$ cat config.mk
export PLATFORM = sky130hd
export DESIGN_NAME = dmem_access_ctrl
export DESIGN_NICKNAME = d
export VERILOG_FILES = /design/src/rtl/dmem_access_ctrl.sv
export SDC_FILE = /design/constraint.sdc
export NUM_CORES = 1
export LEC_CHECK = 0
export CAP_MARGIN = 5
export CORE_ASPECT_RATIO = 1.1
export CORE_UTILIZATION = 40
export CTS_BUF_LIST = sky130_fd_sc_hd__clkbuf_4 sky130_fd_sc_hd__clkbuf_8 sky130_fd_sc_hd__clkbuf_16
export DETAILED_ROUTE_END_ITERATION = 16
export PLACE_DENSITY = 0.87
export SLEW_MARGIN = 5
export SYNTH_ARGS = -nofsm -noshare
export SYNTH_HDL_FRONTEND = slang
export SYNTH_SLANG_ARGS = --single-unit
$ cat constraint.sdc
create_clock -name clk -period 2.4 [get_ports clk]
set_clock_uncertainty 0.15 [all_clocks]
set_input_delay 0.36 -clock clk [delete_from_list [all_inputs] [get_ports clk]]
set_output_delay 0.36 -clock clk [all_outputs]
set_load 0.05 [all_outputs]
$ cat src/rtl/dmem_access_ctrl.sv
// Memory-stage data access controller: fault checks on the MMU's data-side result,
// then either a precise exception response or a single req/ack bus transaction.
module dmem_access_ctrl #(
    parameter int ADDR_W = 32,
    parameter int DATA_W = 32
) (
    input  logic                clk,
    input  logic                rst,
    input  logic                req_valid,
    input  logic                req_we,
    input  logic [1:0]          req_size,
    input  logic [ADDR_W-1:0]   req_vaddr,
    input  logic [DATA_W-1:0]   req_wdata,
    input  logic                flush,
    input  logic [ADDR_W-1:0]   mmu_phy_addr,
    input  logic                mmu_miss,
    input  logic                mmu_illegal,
    input  logic                mmu_invalid,
    input  logic                mmu_dirty,
    output logic                bus_req,
    output logic                bus_we,
    output logic [ADDR_W-1:0]   bus_addr,
    output logic [DATA_W/8-1:0] bus_be,
    output logic [DATA_W-1:0]   bus_wdata,
    input  logic                bus_ack,
    input  logic [DATA_W-1:0]   bus_rdata,
    output logic                stall,
    output logic                resp_valid,
    output logic [DATA_W-1:0]   resp_rdata,
    output logic                exc_valid,
    output logic [4:0]          exc_code,
    output logic                exc_refill,
    output logic [ADDR_W-1:0]   exc_badvaddr
);

    localparam int BE_W = DATA_W / 8;

    localparam logic [4:0] EXC_MOD  = 5'd1;
    localparam logic [4:0] EXC_TLBL = 5'd2;
    localparam logic [4:0] EXC_TLBS = 5'd3;
    localparam logic [4:0] EXC_ADEL = 5'd4;
    localparam logic [4:0] EXC_ADES = 5'd5;

    typedef enum logic [1:0] {
        IDLE,
        BUSY,
        DRAIN
    } state_t;

    state_t r_state;

    logic            w_misaligned;
    logic            w_fault;
    logic            w_refill;
    logic [4:0]      w_exc_code;
    logic [BE_W-1:0] w_be;
    logic            w_req_live;
    logic            w_stall;
    logic            w_unused;

    // The low physical address bits are replaced by the word-aligned bus address.
    assign w_unused = ^mmu_phy_addr[1:0];

    // NOTE: every variable gets a default at the top of the block, so no path leaves
    // one unassigned and no latch is inferred.
    always_comb begin
        w_misaligned = 1'b0;
        w_be         = '1;
        case (req_size)
            2'd0: begin
                w_misaligned = 1'b0;
                w_be         = BE_W'(1) << req_vaddr[1:0];
            end
            2'd1: begin
                w_misaligned = req_vaddr[0];
                w_be         = BE_W'(2'b11) << req_vaddr[1:0];
            end
            default: begin
                w_misaligned = |req_vaddr[1:0];
                w_be         = '1;
            end
        endcase
    end

    // Faults in priority order: alignment, segment, refill, invalid entry, clean page.
    always_comb begin
        w_fault    = 1'b1;
        w_refill   = 1'b0;
        w_exc_code = '0;
        if (w_misaligned || mmu_invalid) begin
            w_exc_code = req_we ? EXC_ADES : EXC_ADEL;
        end else if (mmu_miss) begin
            w_exc_code = req_we ? EXC_TLBS : EXC_TLBL;
            w_refill   = 1'b1;
        end else if (mmu_illegal) begin
            w_exc_code = req_we ? EXC_TLBS : EXC_TLBL;
        end else if (req_we && !mmu_dirty) begin
            w_exc_code = EXC_MOD;
        end else begin
            w_fault = 1'b0;
        end
    end

    assign w_req_live = (r_state == IDLE) && req_valid && !flush;

    // A flushed op in BUSY releases the pipeline at once; the bus side drains on its own.
    assign w_stall = (w_req_live && !w_fault) ||
                     ((r_state == BUSY) && !bus_ack && !flush);
    assign stall   = w_stall & rst;

    // NOTE: sequential state uses non-blocking assignments only, so every register
    // samples pre-edge values and the block is order independent.
    always_ff @(posedge clk or negedge rst) begin
        if (!rst) begin
            r_state      <= IDLE;
            bus_req      <= 1'b0;
            bus_we       <= 1'b0;
            bus_addr     <= '0;
            bus_be       <= '0;
            bus_wdata    <= '0;
            resp_valid   <= 1'b0;
            resp_rdata   <= '0;
            exc_valid    <= 1'b0;
            exc_code     <= '0;
            exc_refill   <= 1'b0;
            exc_badvaddr <= '0;
        end else begin
            resp_valid <= 1'b0;
            exc_valid  <= 1'b0;
            case (r_state)
                IDLE: begin
                    if (w_req_live) begin
                        if (w_fault) begin
                            resp_valid   <= 1'b1;
                            exc_valid    <= 1'b1;
                            exc_code     <= w_exc_code;
                            exc_refill   <= w_refill;
                            exc_badvaddr <= req_vaddr;
                        end else begin
                            bus_req   <= 1'b1;
                            bus_we    <= req_we;
                            bus_addr  <= {mmu_phy_addr[ADDR_W-1:2], 2'b00};
                            bus_be    <= w_be;
                            bus_wdata <= req_wdata;
                            r_state   <= BUSY;
                        end
                    end
                end
                BUSY: begin
                    if (bus_ack) begin
                        bus_req <= 1'b0;
                        r_state <= IDLE;
                        if (!flush) begin
                            resp_valid <= 1'b1;
                            resp_rdata <= bus_rdata;
                        end
                    end else if (flush) begin
                        r_state <= DRAIN;
                    end
                end
                DRAIN: begin
                    if (bus_ack) begin
                        bus_req <= 1'b0;
                        r_state <= IDLE;
                    end
                end
                default: r_state <= IDLE;
            endcase
        end
    end

endmodule
==> flow_summary_export.csv, run 1 <==
group,metric,value,unit
run_status,outcome,"finished clean",
placed_design,place_area,8692,um^2
sta,slew_viol_final,0,
die,start_util,41.00,%
sta,max_freq,431.8,MHz
drt,routed_wl,14640,um
die,design.die.area,14620,um^2
sta,maxSlewHeadroom,51.14,%
sta,whs,338.3,ps
global_routing,grt_use_met1,21.46,%
sta,layout_min_cycle_time,2316,ps
placed_design,dp_cells,813,
synthesis,async_flop_share,100.0,%
global_routing,gr-total-overflow,0,
synthesis,synth_top_area_share,61.95,%
global_routing,top_usage_layer,"met2",
setup_path,worstSetupStartpointType,"flop",
final_layout,final_cells,858,
synthesis,syn-cell-area,5655,um^2
global_routing,grt_use_met2,35.36,%
global_routing,grt.met3_usage,7.692,%
die,rows,45,
power_and_ir_drop,total_power,13.45,mW
final_layout,final_cell_mix,"clkdlybuf4s50_1, dfrtp_1, mux2_2",
job,max_cap_viol_count,0,
die,fp.dieW,115.4,um
synthesis,ys_ff_latch,140,
final_layout,nFillCells,928,
placed_design,globalplace.congestion,0.8210,
power_and_ir_drop,max-vdd-ir-drop,1.013,mV
setup_path,reg2reg_from,"r_state[1]$_DFFE_PN0P_",
clock_network,numCtsBuffers,17,
drt,viasPerCell,4.686,
drt,wl_per_cell,17.06,um
setup_path,crit_path_end_kind,"primary output",
global_routing,grt_max_degree,141,
clock_network,cts_buffer_depth,2,
synthesis,synth_enable_flop_cells,0,
die,coreArea,13790,um^2
setup_path,crit_required,1890,ps
setup_path,worstPathMaxFanout,3,
synthesis,synthFlopType,"dfrtp_1",
drt,antenna_left,0,
final_layout,final_area,9445,um^2
drt,drc,0,
synthesis,post_synth_num_cell_types,37,
placed_design,port_buffers,276,
final_layout,layout_commonest_cell,"clkdlybuf4s50_1",
sta,setup_viol_count_final,0,
final_layout,multiInputGateArea,1977,um^2
setup_path,critical_path_arrival,1810,ps
clock_network,cts-root-buf,"clkbuf_16",
global_routing,grt_usage,20.30,%
final_layout,fin_nets,801,
drt,route.vias.total,4021,
final_layout,final_util,68.47,%
synthesis,ys_seq_area_share,61.95,%
synthesis,yosys_warnings,0,
setup_path,worstSetupStartpoint,"r_state[0]$_DFFE_PN0P_",
global_routing,antenna_found_initial,0,
placed_design,hpwl,10690,um
sta,period_share,96.49,%
global_routing,grt_pass1_vias,4343,
die,die_y,126.7,um
clock_network,cts_max_level,4,
final_layout,drive_gt1_share,29.10,%
drt,drt-initial-drc-count,117,
sta,final_hold_viol_count,0,
clock_network,clock_latency,410,ps
hold_path,hold_class,"flop to flop",
setup_path,critical_path_class,"flop to primary output",
synthesis,yosys.area.top_type,"dfrtp_1",
synthesis,syn_inst,345,
final_layout,regArea,3503,um^2
final_layout,area_growth,67.01,%
drt,drt-pass1-iter-count,6,
sta,tightest_slew,732.8,ps
power_and_ir_drop,p_leak,4.140,nW
power_and_ir_drop,power.density,1424,nW/um^2
clock_network,tritoncts,"done",
hold_path,min_from,"bus_wdata[26]$_DFFE_PN0P_",
synthesis,postSynthAreaPerCell,16.39,um^2
synthesis,synthTopCellsByArea,"dfrtp_1, mux2_2, mux2_4",
clock_network,clock_sinks,140,
final_layout,diodes,0,
die,ios,283,
clock_network,clk_pin_slew_worst_paths,60,ps
global_routing,grt_first_pass_wirelength,22280,um
[final timing paths]
path	endpoint	cells after the start	slack [ps]
worst min register to register	bus_wdata[26]$_DFFE_PN0P_	1	340
worst max register to register	bus_wdata[0]$_DFFE_PN0P_	9	160
max in group asynchronous	exc_badvaddr[25]$_DFFE_PN0P_	3	1030
worst max-delay path	stall	6	80
min in group asynchronous	bus_addr[17]$_DFFE_PN0P_	3	530
worst min-delay path	bus_wdata[26]$_DFFE_PN0P_	1	340
[final cells by class]
type	instances	area share (%)
flip-flops and latches	140	37.09
well taps	188	2.490
multi-input cells	183	20.93
clock buffers	22	5.166
repair buffers	308	32.60
clock inverters	10	1.444
inverters	7	0.2782
[worst max-delay path: stages, from the launching register on]
cell,delay (ps)
dfrtp_1,390
buf_4,140
ha_1,200
nor2b_2,170
nor2b_4,140
o21a_4,200
buf_12,140
[layer usage]
metal	vias up	wire (um)
met5	-	0
met4	0	370
met3	28	1296
met2	178	7702
met1	1988	5269
li1	1827	-
[through the flow]
step	worst slack, ps	setup TNS [ps]
6_report	84.24	0
5_1_grt	-8.376	-8.376
4_1_cts	1.429	0
3_5_place_dp	-2.750	-2.750
3_3_place_gp	32.84	0
2_1_floorplan	116.8	0
[sequential cells by signal (all words and copies together), names as in the netlist]
register	cells
bus_addr	30
bus_req	1
exc_code	3
bus_be	4
r_state	2
exc_refill	1
exc_badvaddr	32
exc_valid	1
bus_we	1
resp_rdata	32
bus_wdata	32
resp_valid	1
[what timing repair did]
| action | 4_1_cts | 5_1_grt |
|---|---|---|
| buffers inserted | 7 | 5 |
| hold buffers | 1 | 0 |
| pin swaps | 2 | 2 |
| endpoints found under the hold margin | 140 | 0 |
| gates resized for setup | 2 | 6 |
| endpoints found under the setup margin | 1 | 1 |
[report_power, final]
group	internal, mW	switching (mW)	total [mW]	leakage [nW]
logic	2.66	4.28	6.94	2.06
clock network	1.76	0.969	2.72	0.314
registers	3.29	0.495	3.78	1.77
[logic make-up after synthesis]
kind of cell / after synthesis / synth area share [%]
compound gates: 23 / 2.677
fa+ha+maj: 4 / 0.8850
buf+inv: 25 / 3.960
flops: 140 / 61.95
mux: 128 / 28.12
other cells: 1 / 0.06631
simple gates: 24 / 2.345
[cells in the mapped netlist (2+ instances only)]
cell and count:
dfrtp_1 140, a31oi_1 4, nor2_1 9, o22ai_1 2, nand2b_1 2, buf_12 5, buf_4 8, buf_1 3
a21oi_1 3, o21ai_0 6, mux2_1 8, nand2_1 3, nor2b_1 2, inv_1 7, mux2_4 40, ha_1 4
mux2_2 79
Note: power is estimated with default switching activity, not from simulation.
==> run 2: changes to the inputs <==
--- a/config.mk
+++ b/config.mk
@@ -9,6 +9,7 @@
 export CORE_ASPECT_RATIO = 1.1
 export CORE_UTILIZATION = 40
 export CTS_BUF_LIST = sky130_fd_sc_hd__clkbuf_4 sky130_fd_sc_hd__clkbuf_8 sky130_fd_sc_hd__clkbuf_16
+export CTS_CLUSTER_SIZE = 20
 export DETAILED_ROUTE_END_ITERATION = 16
 export PLACE_DENSITY = 0.87
 export SLEW_MARGIN = 5
==> results of run 2 <==
The final DEF is identical to that of run 1; final timing and power are the same.
==> run 3: changes to the inputs <==
--- a/config.mk
+++ b/config.mk
@@ -5,13 +5,13 @@
 export SDC_FILE = /design/constraint.sdc
 export NUM_CORES = 1
 export LEC_CHECK = 0
-export CAP_MARGIN = 5
+export CAP_MARGIN = 30
 export CORE_ASPECT_RATIO = 1.1
-export CORE_UTILIZATION = 40
+export CORE_UTILIZATION = 36
 export CTS_BUF_LIST = sky130_fd_sc_hd__clkbuf_4 sky130_fd_sc_hd__clkbuf_8 sky130_fd_sc_hd__clkbuf_16
 export CTS_CLUSTER_SIZE = 20
 export DETAILED_ROUTE_END_ITERATION = 16
-export PLACE_DENSITY = 0.87
+export PLACE_DENSITY = 0.83
 export SLEW_MARGIN = 5
 export SYNTH_ARGS = -nofsm -noshare
 export SYNTH_HDL_FRONTEND = slang
==> constraint.sdc (replaced) <==
create_clock -name clk -period 2.1 [get_ports clk]
set_clock_uncertainty 0.15 [all_clocks]
set_input_delay 0.315 -clock clk [delete_from_list [all_inputs] [get_ports clk]]
set_output_delay 0.315 -clock clk [all_outputs]
set_load 0.05 [all_outputs]
==> run 3 against run 2 <==
  * The run now ends with negative setup slack left
  * First-iteration DRC count shrank 14%
  * Via count grew 0.40%
  * Total power grew 14%
  * Clock power grew 13%
  * Core utilization shrank 5.2 points
  * Register-to-register slack lost 260 ps
  * Worst setup slack lost 240 ps
  * Critical path depth is the same
  * Sequential power grew 14%
  * Combinational power grew 16%
  * Wire length grew 0.61%
  * Critical path type unchanged
  * Critical endpoint unchanged
  * Largest cell class unchanged
==> flow_summary_export.csv, run 3 (synthesized netlist as in run 1, its figures left out) <==
group,metric,value,unit
run_status,outcome,"complete, but fails checks",
run_status,violations,"negative setup slack",
power_and_ir_drop,p_leak,4.527,nW
setup_path,critical_path_class,"flop to primary output",
setup_path,worstPathMaxFanout,3,
drt,routed_wl,14730,um
drt,wl_met3,1390,um
sta,slew_viol_final,0,
drt,wl_met2,7507,um
clock_network,cts_max_level,4,
clock_network,cts_buffer_depth,2,
placed_design,port_buffers,276,
setup_path,critical_path_arrival,1790,ps
clock_network,tritoncts,"done",
sta,setup_viol_count_final,24,
drt,top_layer,"met4",
sta,max_freq,443.7,MHz
sta,tightest_slew,753.5,ps
global_routing,grt_first_pass_wirelength,22600,um
clock_network,cts-root-buf,"clkbuf_16",
drt,antenna_left,0,
setup_path,crit_required,1630,ps
clock_network,numCtsBuffers,17,
clock_network,clock_sinks,140,
global_routing,gr-total-overflow,0,
sta,whs,339.4,ps
power_and_ir_drop,max-vdd-ir-drop,1.069,mV
job,max_cap_viol_count,0,
die,fp.dieW,121.5,um
sta,maxSlewHeadroom,49.77,%
drt,drt-pass1-iter-count,4,
die,design.die.area,16220,um^2
final_layout,reg.largest.list,"bus_wdata (32), exc_badvaddr (32), resp_rdata (32)",
setup_path,crit_path_end_kind,"primary output",
setup_path,worstSetupStartpointType,"flop",
clock_network,clock_latency,400,ps
final_layout,drive_gt1_share,29.70,%
drt,met1Wirelength,5444,um
power_and_ir_drop,power.density,1602,nW/um^2
drt,drc,0,
placed_design,dp_cells,823,
final_layout,diodes,0,
die,rows,47,
final_layout,final_cells,866,
global_routing,grt_usage,18.50,%
sta,layout_min_cycle_time,2254,ps
global_routing,antenna_found_initial,0,
global_routing,grt_pass1_vias,4425,
placed_design,place_area,8740,um^2
hold_path,hold_class,"flop to flop",
sta,final_hold_viol_count,0,
die,die_y,133.5,um
clock_network,clk_pin_slew_worst_paths,60,ps
final_layout,final_cell_mix,"clkdlybuf4s50_1, dfrtp_1, mux2_2",
die,coreArea,15170,um^2
drt,viasPerCell,4.662,
final_layout,area_growth,69.85,%
die,start_util,37.28,%
drt,drt-initial-drc-count,101,
placed_design,globalplace.congestion,0.7296,
global_routing,grt_max_degree,141,
drt,route.vias.total,4037,
drt,wl_per_cell,17.01,um
sta,rsz0062_at_grt,"true",
die,ios,283,
final_layout,layout_commonest_cell,"clkdlybuf4s50_1",
final_layout,final_area,9605,um^2
final_layout,fin_nets,802,
placed_design,hpwl,10650,um
sta,setup_ws,-153.5,ps
sta,period_share,107.3,%
## run 3: area by class of cell
class	instances	area, um^2
Tap cell	196	245.2
Inverter	7	28.78
Multi-Input combinational cell	183	1993
Timing Repair Buffer	309	3223
Clock buffer	21	474.2
Fill cell	1118	5567
Sequential cell	140	3503
Clock inverter	10	137.6
## run 3: per-layer routing
layer,up-vias,global-route usage [%]
met5,-,0
met4,0,7.888
met3,30,8.048
met2,209,31.76
met1,1970,19.56
li1,1828,-
## run 3: power breakdown
part           internal, mW  switching [mW]
combinational          3.08            4.95
sequential             3.76           0.542
clock                  1.97            1.10
total                  8.80            6.59
## run 3: worst paths after layout
kind                                                  end  slack [ps]                 startpoint  depth (start not counted)
worst min-delay path            bus_wdata[24]$_DFFE_PN0P_         340  bus_wdata[24]$_DFFE_PN0P_                          1
worst max register to register  bus_wdata[14]$_DFFE_PN0P_        -100     r_state[0]$_DFFE_PN0P_                          8
worst min register to register  bus_wdata[24]$_DFFE_PN0P_         340  bus_wdata[24]$_DFFE_PN0P_                          1
min in group asynchronous              bus_we$_DFFE_PN0P_         480                        rst                          3
max in group asynchronous       bus_wdata[31]$_DFFE_PN0P_         750                        rst                          3
worst max-delay path                                stall        -150     r_state[0]$_DFFE_PN0P_                          6
## run 3: critical path, stage by stage (launching register included)
cell	delay [ps]
dfrtp_1	410
buf_4	140
ha_2	180
nor2b_4	130
nor2b_2	160
o21a_4	220
buf_12	140
## run 3: per-stage QoR
stage | utilization (%) | setup WS (ps) | total power [mW] | TNS [ps]
floorplan | - | 26.37 | 9.337 | 0
global placement | 57.60 | -290.0 | 12.08 | -24100
detailed placement | 57.60 | -347.2 | 12.27 | -28070
CTS | 62.57 | -178.3 | 15.50 | -3222
global route | 63.31 | -229.0 | 16.03 | -7258
finish | 63.31 | -153.5 | 15.39 | -2290
## run 3: repair_timing
action | in CTS | in global routing
hold buffers | 1 | 0
setup buffers | 6 | 3
pin swaps | 4 | 4
endpoints found under the setup margin | 8 | 96
cloned | 2 | 0
hold endpoints to repair | 140 | 0
gates resized for setup | 7 | 34
